[src/rtl/tile_fetch_addr_gen_if.sv]
// Handshake bundles around the tile fetch address generator.
// tile_desc_if carries one input-window descriptor per tile from the tile
// controller; tile_rd_if carries the per-pixel read beats to the activation
// memory read port and line-buffer writer.

interface tile_desc_if #(
   parameter int DIM_W = 16
);
   logic             tile_valid;
   logic             tile_ready;
   logic [DIM_W:0]   tile_in_row;   // signed origin row
   logic [DIM_W:0]   tile_in_col;   // signed origin col
   logic [DIM_W-1:0] tile_in_h;
   logic [DIM_W-1:0] tile_in_w;

   modport master (
      output tile_valid, tile_in_row, tile_in_col, tile_in_h, tile_in_w,
      input  tile_ready
   );

   modport slave (
      input  tile_valid, tile_in_row, tile_in_col, tile_in_h, tile_in_w,
      output tile_ready
   );
endinterface

interface tile_rd_if #(
   parameter int DIM_W  = 16,
   parameter int ADDR_W = 24
);
   logic              rd_valid;
   logic              rd_ready;
   logic [ADDR_W-1:0] rd_addr;
   logic              rd_pad;
   logic [DIM_W-1:0]  rd_local_row;
   logic [DIM_W-1:0]  rd_local_col;
   logic              rd_last;

   modport master (
      output rd_valid, rd_addr, rd_pad, rd_local_row, rd_local_col, rd_last,
      input  rd_ready
   );

   modport slave (
      input  rd_valid, rd_addr, rd_pad, rd_local_row, rd_local_col, rd_last,
      output rd_ready
   );
endinterface

[src/rtl/tile_fetch_addr_gen.sv]
// Tile fetch address generator: accepts one input-window descriptor, walks
// the window row-major and emits one read beat per pixel, either a linear
// address or a zero-pad flag for coordinates outside the image.
// All rd_* outputs are registered; the beat for the next counter position is
// computed combinationally and loaded on accept or on each accepted beat.

module tile_fetch_addr_gen #(
   parameter int DIM_W  = 16,
   parameter int ADDR_W = 24
) (
   input  logic              clk,
   input  logic              rst_n,
   input  logic [DIM_W-1:0]  cfg_img_h,
   input  logic [DIM_W-1:0]  cfg_img_w,
   input  logic [ADDR_W-1:0] cfg_base_addr,
   tile_desc_if.slave        tile,
   tile_rd_if.master         rd,
   output logic              busy,
   output logic              tile_done
);

   // Signed coordinate width: origin (DIM_W+1 signed) plus an unsigned offset.
   localparam int CW = DIM_W + 2;
   localparam int PW = 2 * DIM_W;

   typedef enum logic {S_IDLE, S_RUN} state_t;

   state_t            r_state;
   logic [DIM_W:0]    r_in_row;
   logic [DIM_W:0]    r_in_col;
   logic [DIM_W-1:0]  r_h;
   logic [DIM_W-1:0]  r_w;
   logic [DIM_W-1:0]  r_img_h;
   logic [DIM_W-1:0]  r_img_w;
   logic [ADDR_W-1:0] r_base;
   logic [DIM_W-1:0]  r_lrow;
   logic [DIM_W-1:0]  r_lcol;
   logic              r_rd_valid;
   logic [ADDR_W-1:0] r_rd_addr;
   logic              r_rd_pad;
   logic              r_rd_last;
   logic              r_busy;
   logic              r_tile_done;

   logic              w_idle;
   logic [DIM_W:0]    w_org_row;
   logic [DIM_W:0]    w_org_col;
   logic [DIM_W-1:0]  w_img_h;
   logic [DIM_W-1:0]  w_img_w;
   logic [ADDR_W-1:0] w_base;
   logic [DIM_W-1:0]  w_h;
   logic [DIM_W-1:0]  w_w;
   logic [DIM_W-1:0]  w_lrow;
   logic [DIM_W-1:0]  w_lcol;
   logic [CW-1:0]     w_r;
   logic [CW-1:0]     w_c;
   logic              w_pad;
   logic [PW-1:0]     w_prod;
   logic [ADDR_W-1:0] w_addr;
   logic              w_last;
   logic              w_zero;

   assign w_idle          = (r_state == S_IDLE);
   assign tile.tile_ready = w_idle;

   assign rd.rd_valid     = r_rd_valid;
   assign rd.rd_addr      = r_rd_addr;
   assign rd.rd_pad       = r_rd_pad;
   assign rd.rd_last      = r_rd_last;
   assign rd.rd_local_row = r_lrow;
   assign rd.rd_local_col = r_lcol;
   assign busy            = r_busy;
   assign tile_done       = r_tile_done;

   // Next-beat computation: in IDLE it describes beat (0,0) of the incoming
   // descriptor, in RUN the beat after the one currently presented.
   always_comb begin
      w_org_row = w_idle ? tile.tile_in_row : r_in_row;
      w_org_col = w_idle ? tile.tile_in_col : r_in_col;
      w_img_h   = w_idle ? cfg_img_h        : r_img_h;
      w_img_w   = w_idle ? cfg_img_w        : r_img_w;
      w_base    = w_idle ? cfg_base_addr    : r_base;
      w_h       = w_idle ? tile.tile_in_h   : r_h;
      w_w       = w_idle ? tile.tile_in_w   : r_w;
      w_zero    = (tile.tile_in_h == '0) || (tile.tile_in_w == '0);

      w_lrow = '0;
      w_lcol = '0;
      if (!w_idle) begin
         if (r_lcol == r_w - DIM_W'(1)) begin
            w_lcol = '0;
            w_lrow = r_lrow + DIM_W'(1);
         end else begin
            w_lcol = r_lcol + DIM_W'(1);
            w_lrow = r_lrow;
         end
      end

      // Two's-complement sum; sign bit marks a negative absolute coordinate.
      w_r = {w_org_row[DIM_W], w_org_row} + {2'b00, w_lrow};
      w_c = {w_org_col[DIM_W], w_org_col} + {2'b00, w_lcol};

      // Once known non-negative, the low CW-1 bits hold the magnitude.
      w_pad = w_r[CW-1] || w_c[CW-1] ||
              (w_r[CW-2:0] >= {1'b0, w_img_h}) ||
              (w_c[CW-2:0] >= {1'b0, w_img_w});

      // In-image coordinates fit DIM_W bits; the address wraps modulo 2^ADDR_W.
      w_prod = PW'(w_r[DIM_W-1:0]) * PW'(w_img_w);
      w_addr = w_pad ? '0 :
               (w_base + ADDR_W'(w_prod) + ADDR_W'(w_c[DIM_W-1:0]));

      w_last = (w_lrow == w_h - DIM_W'(1)) && (w_lcol == w_w - DIM_W'(1));
   end

   // Control FSM with registered beat outputs and completion pulse.
   always_ff @(posedge clk or negedge rst_n) begin
      if (!rst_n) begin
         r_state     <= S_IDLE;
         r_in_row    <= '0;
         r_in_col    <= '0;
         r_h         <= '0;
         r_w         <= '0;
         r_img_h     <= '0;
         r_img_w     <= '0;
         r_base      <= '0;
         r_lrow      <= '0;
         r_lcol      <= '0;
         r_rd_valid  <= 1'b0;
         r_rd_addr   <= '0;
         r_rd_pad    <= 1'b0;
         r_rd_last   <= 1'b0;
         r_busy      <= 1'b0;
         r_tile_done <= 1'b0;
      end else begin
         r_tile_done <= 1'b0;
         case (r_state)
            S_IDLE: begin
               if (tile.tile_valid) begin
                  r_in_row <= tile.tile_in_row;
                  r_in_col <= tile.tile_in_col;
                  r_h      <= tile.tile_in_h;
                  r_w      <= tile.tile_in_w;
                  r_img_h  <= cfg_img_h;
                  r_img_w  <= cfg_img_w;
                  r_base   <= cfg_base_addr;
                  r_lrow   <= '0;
                  r_lcol   <= '0;
                  if (w_zero) begin
                     // Empty window: nothing to stream, report completion.
                     r_tile_done <= 1'b1;
                  end else begin
                     r_state    <= S_RUN;
                     r_busy     <= 1'b1;
                     r_rd_valid <= 1'b1;
                     r_rd_addr  <= w_addr;
                     r_rd_pad   <= w_pad;
                     r_rd_last  <= w_last;
                  end
               end
            end
            S_RUN: begin
               if (rd.rd_ready) begin
                  if (r_rd_last) begin
                     r_state     <= S_IDLE;
                     r_busy      <= 1'b0;
                     r_rd_valid  <= 1'b0;
                     r_rd_addr   <= '0;
                     r_rd_pad    <= 1'b0;
                     r_rd_last   <= 1'b0;
                     r_tile_done <= 1'b1;
                  end else begin
                     r_lrow    <= w_lrow;
                     r_lcol    <= w_lcol;
                     r_rd_addr <= w_addr;
                     r_rd_pad  <= w_pad;
                     r_rd_last <= w_last;
                  end
               end
            end
            default: r_state <= S_IDLE;
         endcase
      end
   end

endmodule

[src/flat_wrapper.sv]
// flat-port wrapper written by rule: the top's interface ports become plain ports
module tile_fetch_addr_gen_flat 
#(
   parameter int DIM_W  = 16,
   parameter int ADDR_W = 24
)
  (clk, rst_n, cfg_img_h, cfg_img_w, cfg_base_addr, busy, tile_done, tile_tile_valid, tile_tile_in_row, tile_tile_in_col, tile_tile_in_h, tile_tile_in_w, tile_tile_ready, rd_rd_valid, rd_rd_addr, rd_rd_pad, rd_rd_local_row, rd_rd_local_col, rd_rd_last, rd_rd_ready);
  tile_desc_if #(.DIM_W(DIM_W)) tile_i ();
  tile_rd_if #(.DIM_W(DIM_W), .ADDR_W(ADDR_W)) rd_i ();
  input  logic clk;
  input  logic rst_n;
  input  logic [DIM_W-1:0] cfg_img_h;
  input  logic [DIM_W-1:0] cfg_img_w;
  input  logic [ADDR_W-1:0] cfg_base_addr;
  output logic busy;
  output logic tile_done;
  input wire logic [$bits(tile_i.tile_valid)-1:0] tile_tile_valid;
  input wire logic [$bits(tile_i.tile_in_row)-1:0] tile_tile_in_row;
  input wire logic [$bits(tile_i.tile_in_col)-1:0] tile_tile_in_col;
  input wire logic [$bits(tile_i.tile_in_h)-1:0] tile_tile_in_h;
  input wire logic [$bits(tile_i.tile_in_w)-1:0] tile_tile_in_w;
  output wire logic [$bits(tile_i.tile_ready)-1:0] tile_tile_ready;
  output wire logic [$bits(rd_i.rd_valid)-1:0] rd_rd_valid;
  output wire logic [$bits(rd_i.rd_addr)-1:0] rd_rd_addr;
  output wire logic [$bits(rd_i.rd_pad)-1:0] rd_rd_pad;
  output wire logic [$bits(rd_i.rd_local_row)-1:0] rd_rd_local_row;
  output wire logic [$bits(rd_i.rd_local_col)-1:0] rd_rd_local_col;
  output wire logic [$bits(rd_i.rd_last)-1:0] rd_rd_last;
  input wire logic [$bits(rd_i.rd_ready)-1:0] rd_rd_ready;
  assign tile_i.tile_valid = tile_tile_valid;
  assign tile_i.tile_in_row = tile_tile_in_row;
  assign tile_i.tile_in_col = tile_tile_in_col;
  assign tile_i.tile_in_h = tile_tile_in_h;
  assign tile_i.tile_in_w = tile_tile_in_w;
  assign tile_tile_ready = tile_i.tile_ready;
  assign rd_rd_valid = rd_i.rd_valid;
  assign rd_rd_addr = rd_i.rd_addr;
  assign rd_rd_pad = rd_i.rd_pad;
  assign rd_rd_local_row = rd_i.rd_local_row;
  assign rd_rd_local_col = rd_i.rd_local_col;
  assign rd_rd_last = rd_i.rd_last;
  assign rd_i.rd_ready = rd_rd_ready;
  tile_fetch_addr_gen #(.DIM_W(DIM_W), .ADDR_W(ADDR_W)) u_core (.clk(clk), .rst_n(rst_n), .cfg_img_h(cfg_img_h), .cfg_img_w(cfg_img_w), .cfg_base_addr(cfg_base_addr), .tile(tile_i), .rd(rd_i), .busy(busy), .tile_done(tile_done));
endmodule
[config.mk]
export PLATFORM = sky130hd
export DESIGN_NAME = tile_fetch_addr_gen_flat
export DESIGN_NICKNAME = d
export VERILOG_FILES = /design/src/rtl/tile_fetch_addr_gen_if.sv /design/src/rtl/tile_fetch_addr_gen.sv /design/src/flat_wrapper.sv
export SDC_FILE = /design/constraint.sdc
export NUM_CORES = 1
export LEC_CHECK = 0
export ABC_AREA = 1
export CORE_MARGIN = 5
export CORE_UTILIZATION = 55
export DETAILED_ROUTE_END_ITERATION = 7
export HOLD_SLACK_MARGIN = 0.15
export PLACE_DENSITY_LB_ADDON = 0.12
export SYNTH_ARGS = -nofsm -noshare
export SYNTH_HDL_FRONTEND = slang
export SYNTH_SLANG_ARGS = --single-unit
[constraint.sdc]
create_clock -name clk -period 8.81 [get_ports clk]
set_input_delay 1.762 -clock clk [delete_from_list [all_inputs] [get_ports clk]]
set_output_delay 1.762 -clock clk [all_outputs]
set_load 0.02 [all_outputs]
; After elaboration in Yosys (flattened, before gate mapping)
; Index checks and enable logic that the tools add are counted.
[word_totals]
regBits = 183
latch_bits = 0
ramBits = 0
mem_bits_ro = 0
in_bits = 126
wordCells = 96
memories = 0
[classes]
add_sub_neg = 9
mul = 1
div = 0
order_cmp = 2
n_eq_ne = 8
n_shift = 0
n_mux = 49
bitwise_logic = 1
n_reduce_logical = 11
[ops]
columns = cell, count
row1 = $mux W16, 13
row2 = $mux W24, 6
row3 = $pmux W16 S2, 2
row4 = $eq A16 B16 Y1, 3
row5 = $pmux W24 S2, 1
row6 = $sub A16 B1 Y16 const B, 3
row7 = $add A17 B17 Y18, 2
row8 = $ge A17 B16 Y1, 2
row9 = $mux W17, 2
row10 = $add A16 B1 Y16 const B, 2
row11 = $logic_not A16 Y1, 2
row12 = $add A24 B16 Y24, 1
row13 = $add A24 B24 Y24, 1
row14 = $mul A16 B16 Y24, 1
row15 = $mux W1, 20
row16 = $ne A2 B2 Y1 const B, 5
row17 = $pmux W1 S2, 5
row18 = $reduce_and A3 Y1, 2
row19 = $logic_or A1 B1 Y1, 4
row20 = $reduce_and A4 Y1, 1
row21 = $reduce_and A2 Y1, 1
row22 = $logic_and A1 B1 Y1, 1
row23 = $not A1 Y1, 1

; Depth between registers and ports, before layout
[depth]
depth_word = 12
ltp_mapped = 56

; Least setup slack after synthesis
; Ideal clock, no wire load.
[synth_path]
path_kind = flip-flop to flip-flop
startpoint = register u_core.r_state
endpoint = register u_core.r_rd_addr[22] (netlist: u_core.rd.rd_addr[22])
arrival_time_ns = 8.642
path_slack_ns = 0.051
path_stages_with_launch = 47
n_path_buf = 8
path_cell_list = dfrtp_1 buf_4 buf_2 buf_2 buf_2 clkbuf_1 clkbuf_1 clkbuf_1 o21ai_0 ha_1 fa_1 nand2_1 nand2_1 a21oi_1 o21ai_0 nand2_1 nand3_1 and2_1 (+11 left out) fa_1 inv_1 fa_1 inv_1 ha_1 a21oi_1 a21boi_0 o21ai_0 nand2_1 nand2_1 nand2_1 nand2_1 a21boi_0 o21ai_0 nor2_1 nor2_1 nand2_1 nand2_1
[synth_between]
elab_chain_len = 9
elab_cells_between_ends = 28
classes_between = add/sub (4) / mul (1) / order compare (2) / eq/ne (3) / mux (13) / bitwise (1) / reduce/logical (4)
[synth_rtl]
columns = item, line_no
row1 = from (decl), tile_fetch_addr_gen.sv:28  ; state_t r_state;
row2 = from (signal assigned), tile_fetch_addr_gen.sv:119  ; r_state <= S_IDLE;
row3 = from (signal assigned), tile_fetch_addr_gen.sv:153  ; r_state <= S_RUN;
row4 = from (signal assigned), tile_fetch_addr_gen.sv:165  ; r_state <= S_IDLE;
row5 = "$mux W17, or another cell as far along", tile_fetch_addr_gen.sv:78  ; w_org_row = w_idle ? tile.tile_in_row : r_in_row;
row6 = "$add A17 B17 Y18, on equally long branches", "tile_fetch_addr_gen.sv:100, tile_fetch_addr_gen.sv:101"
row7 = "$mul A16 B16 Y24, or another cell as far along", tile_fetch_addr_gen.sv:109  ; w_prod = PW'(w_r[DIM_W-1:0]) * PW'(w_img_w);
row8 = $add A24 B24 Y24 or $logic_or A1 B1 Y1 (tied branches), "tile_fetch_addr_gen.sv:111, tile_fetch_addr_gen.sv:104"
row9 = $add A24 B16 Y24 or $logic_or A1 B1 Y1 (tied branches), "tile_fetch_addr_gen.sv:111, tile_fetch_addr_gen.sv:105"
row10 = $mux W24, tile_fetch_addr_gen.sv:110  ; w_addr = w_pad ? '0 :
row11 = "$mux W24, on equally long branches", "tile_fetch_addr_gen.sv:164, tile_fetch_addr_gen.sv:149"
row12 = "$mux W24, on equally long branches", "tile_fetch_addr_gen.sv:163, tile_fetch_addr_gen.sv:139"
row13 = $pmux W24 S2, tile_fetch_addr_gen.sv:137  ; case (r_state)
row14 = to (signal assigned), tile_fetch_addr_gen.sv:156  ; r_rd_addr <= w_addr;
row15 = to (signal assigned), tile_fetch_addr_gen.sv:175  ; r_rd_addr <= w_addr;
row16 = to (decl), tile_fetch_addr_gen.sv:39  ; logic [ADDR_W-1:0] r_rd_addr;
; Several ways; a longest one is shown, not always the timed one. The select of a mux whose other input is x is not followed.
; A chain may end at the register's enable or synchronous reset.

; Worst setup path in the final report
[layout_path]
startpoint = register u_core.r_w[1]
endpoint = register u_core.r_rd_addr[21] (netlist: u_core.rd.rd_addr[21])
[layout_between]
elab_chain_len = 12
elab_cells_between_ends = 22
classes_between = add/sub (5) / mul (1) / order compare (2) / eq/ne (1) / mux (10) / reduce/logical (3)
[layout_rtl]
columns = item, line_no
row1 = from (decl), tile_fetch_addr_gen.sv:32  ; logic [DIM_W-1:0] r_w;
row2 = from (signal assigned), tile_fetch_addr_gen.sv:143  ; r_w <= tile.tile_in_w;
row3 = $sub A16 B1 Y16 (*), tile_fetch_addr_gen.sv:90  ; if (r_lcol == r_w - DIM_W'(1)) begin
row4 = $eq A16 B16 Y1 (*), tile_fetch_addr_gen.sv:90
row5 = $mux W16, tile_fetch_addr_gen.sv:90
row6 = $mux W16, tile_fetch_addr_gen.sv:89  ; if (!w_idle) begin
row7 = "$add A17 B17 Y18, on equally long branches", "tile_fetch_addr_gen.sv:100, tile_fetch_addr_gen.sv:101"
row8 = "$mul A16 B16 Y24, or another cell as far along", tile_fetch_addr_gen.sv:109
row9 = $add A24 B24 Y24 or $logic_or A1 B1 Y1 (tied branches), "tile_fetch_addr_gen.sv:111, tile_fetch_addr_gen.sv:104"
row10 = $add A24 B16 Y24 or $logic_or A1 B1 Y1 (tied branches), "tile_fetch_addr_gen.sv:111, tile_fetch_addr_gen.sv:105"
row11 = $mux W24 (*), tile_fetch_addr_gen.sv:110
row12 = "$mux W24, on equally long branches", "tile_fetch_addr_gen.sv:164, tile_fetch_addr_gen.sv:149"
row13 = "$mux W24, on equally long branches", "tile_fetch_addr_gen.sv:163, tile_fetch_addr_gen.sv:139"
row14 = $pmux W24 S2 (*), tile_fetch_addr_gen.sv:137
; Every way passes the cells marked *; elsewhere a longest branch is shown, timed or not. The select of a mux whose other input is x is not followed.

==> flow_summary_export.csv <==
group,metric,value,unit
run_status,status,"finished, final reports clean",
clocking,cts.sinks,183,
yosys,avgSynthCellArea,7.26,um^2
sta,layout_min_cycle_time,8.53,ns
worst_setup_path,worst_ep_arrival_time,8.93,ns
yosys,synth_common_cells,"nand2_1, inv_1, o21ai_0",
finish,final_nets,3773,
worst_setup_path,path_class,"reg -> reg",
global_routing,grt_max_degree,97,
yosys,yosysUniqueCellTypes,47,
die,die_w,207,um
clocking,cts-root-buf,"clkbuf_16",
worst_setup_path,cp-end-kind,"register",
global_routing,grt_pass1_vias,20000,
sta,clock_skew,0.0224,ns
min_path,hold_path_class,"reg -> reg",
yosys,synth-async-reset-ratio,1.00,
placement,portBuffers,187,
drt,wl_per_cell,17.4,um
sta,slew_violations,0,
finish,final.fill_count,3281,
finish,drive_above_1_share,0.150,
yosys,seq_area_frac_synth,0.215,
worst_setup_path,crit_path_start_kind,"register",
sta,tightest_slew,0.928,ns
yosys,synth_edf_count,0,
global_routing,overflow,0,
yosys,synth.largest_area_cell,"dfrtp_1",
worst_setup_path,required,9.21,ns
drt,drt_iter0_markers,1518,
yosys,synth_seq_cells,183,
finish,areaGrowthSynthToFinish,25.7,%
clocking,htree_num_levels,4,
clocking,cts_hold_buffers,0,
drt,route.detailed.drc,0,
sta,rsz0062_at_grt,"yes",
die,die-area,42800,um^2
yosys,syn_nets,3407,
finish,diodes,0,
die,coreArea,38500,um^2
global_routing,antenna_found_initial,2,
die,num_rows,72,
sta,finalSetupTns,0,ns
sta,finalSetupViolations,0,
clocking,cts_tree,"yes",
placement,routabilityCongestion,0.972,
worst_setup_path,crit_fanout,7,
die,io_pins,188,
sta,fmax,0.117,GHz
clocking,clock_latency,0.53,ns
clocking,cts_buffers,17,
drt,ant_nets,0,
die,die_h,207,um
die,start_util,0.554,
global_routing,grt_pass1_wl,104,mm
worst_setup_path,cp_top_family,"adder cells",
worst_setup_path,critPathMostFrequentCell,"nand2_1",
yosys,synth_area,21300,um^2
sta,slew_headroom,0.381,
yosys,synth.most_common_cell,"nand2_1",
drt,vias,20200,
yosys,ys.flop_type,"dfrtp_1",
sta,timing.final.hold_violations,0,
drt,drt-total-wl,66.7,mm
yosys,synth_top_area_frac,0.215,
sta,post-route-period-util,0.968,
worst_setup_path,path_buf_inv,9,
clocking,clkTransAtPathRegs,0.08,ns
run,drv_cap,0,
worst_setup_path,critPathSlowestCell,"fa_1",
yosys,synth_warnings,0,
worst_setup_path,max_stage_delay,0.55,ns
yosys,postSynthCellCount,2934,
global_routing,grtUsageTotal,0.312,
clocking,clock_path_buffers,2,
drt,first_pass_iters,8,
placement,dpl.hpwl,53.2,mm
yosys,ys_top_cells_by_area,"dfrtp_1, fa_1, nand2_1",
drt,viasPerCell,5.28,
==> registers in the layout, summed over array words and instances (netlist names) <==
signal                  flops
u_core.r_base              24
u_core.rd.rd_addr          24
u_core.r_in_col            17
u_core.r_in_row            17
u_core.r_h                 16
u_core.r_img_h             16
u_core.r_img_w             16
u_core.r_w                 16
u_core.rd.rd_local_col     16
u_core.rd.rd_local_row     16
u_core.r_state              1
u_core.rd.rd_last           1
u_core.rd.rd_pad            1
u_core.rd.rd_valid          1
u_core.tile_done            1
==> cells by family after synthesis <==
family / Yosys count / share of synthesized area
adder cells (fa/ha/maj): 347 / 0.277
flip-flops: 183 / 0.215
multiplexers: 24 / 0.0121
AO/OA/AOI/OAI: 390 / 0.0956
XOR/XNOR: 115 / 0.0486
buffers and inverters: 705 / 0.126
AND/OR/NAND/NOR: 1170 / 0.226
==> worst min-delay path, cell delays in order (launching register included) <==
cell,delay (ns)
dfrtp_1,0.34
nand2_1,0.05
nand2_1,0.04
==> final timing paths <==
path,slack [ns],cells past startpoint,from,endpoint
hold / removal,0.47,2,u_core.r_h[6],u_core.r_h[6]
min in group asynchronous,1.25,1,rst_n,u_core.rd.rd_addr[8]
hold reg to reg,0.47,2,u_core.r_h[6],u_core.r_h[6]
setup reg to reg,0.28,52,u_core.r_w[1],u_core.rd.rd_addr[21]
setup / recovery,0.28,52,u_core.r_w[1],u_core.rd.rd_addr[21]
max in group asynchronous,6.25,2,rst_n,u_core.r_state
==> through the flow <==
step                      std cells  cell area (um^2)  hold slack [ns]   util  worst slack (ns)
after floorplan                2934             21300            0.434      -            0.0513
after global placement         3782             25300            0.446  0.657            -0.588
after detailed placement       3782             25300            0.452  0.657            -0.773
after CTS                      3815             25900            0.472  0.675            0.0196
after global routing           3831             26800            0.498  0.697            -0.154
final                          3831             26800            0.467  0.697             0.284
==> routing by layer <==
| layer | GRT usage | vias to the layer above | wire length (um) |
|---|---|---|---|
| li1 | - | 9710 | - |
| met1 | 0.396 | 9726 | 27900 |
| met2 | 0.537 | 642 | 32500 |
| met3 | 0.0516 | 135 | 3540 |
| met4 | 0.121 | 4 | 2680 |
| met5 | 0 | - | 33 |
==> layout make-up <==
| cell class | count | area (um^2) | share of cell area |
|---|---|---|---|
| multi-input combinational | 2046 | 14800 | 0.552 |
| sequential | 183 | 4580 | 0.171 |
| timing repair buffer | 442 | 3850 | 0.144 |
| inverter | 610 | 2290 | 0.0856 |
| tap | 518 | 648 | 0.0242 |
| clock buffer | 17 | 425 | 0.0159 |
| clock inverter | 15 | 203 | 0.00756 |
==> cells in the final DEF (no fill, tap or decap), types with 96 or more instances in the layout <==
| master | n |
|---|---|
| nand2_1 | 672 |
| dfrtp_1 | 182 |
| nor2_1 | 237 |
| fa_1 | 202 |
| ha_1 | 119 |
| inv_1 | 581 |
| buf_4 | 245 |
| nand3_1 | 96 |
| o21ai_0 | 252 |
| clkdlybuf4s50_1 | 186 |
==> what timing repair did <==
| action | 4_1_cts | 5_1_grt |
|---|---|---|
| resized for setup | 17 | 181 |
| pin swaps | 1 | 73 |
| buffers inserted | 1 | 18 |
| cloned | 0 | 0 |
| setup endpoints to repair | 7 | 10 |
Power is not shown: default switching activity piles up to over one toggle a cycle in this logic, so the estimate is an artifact.
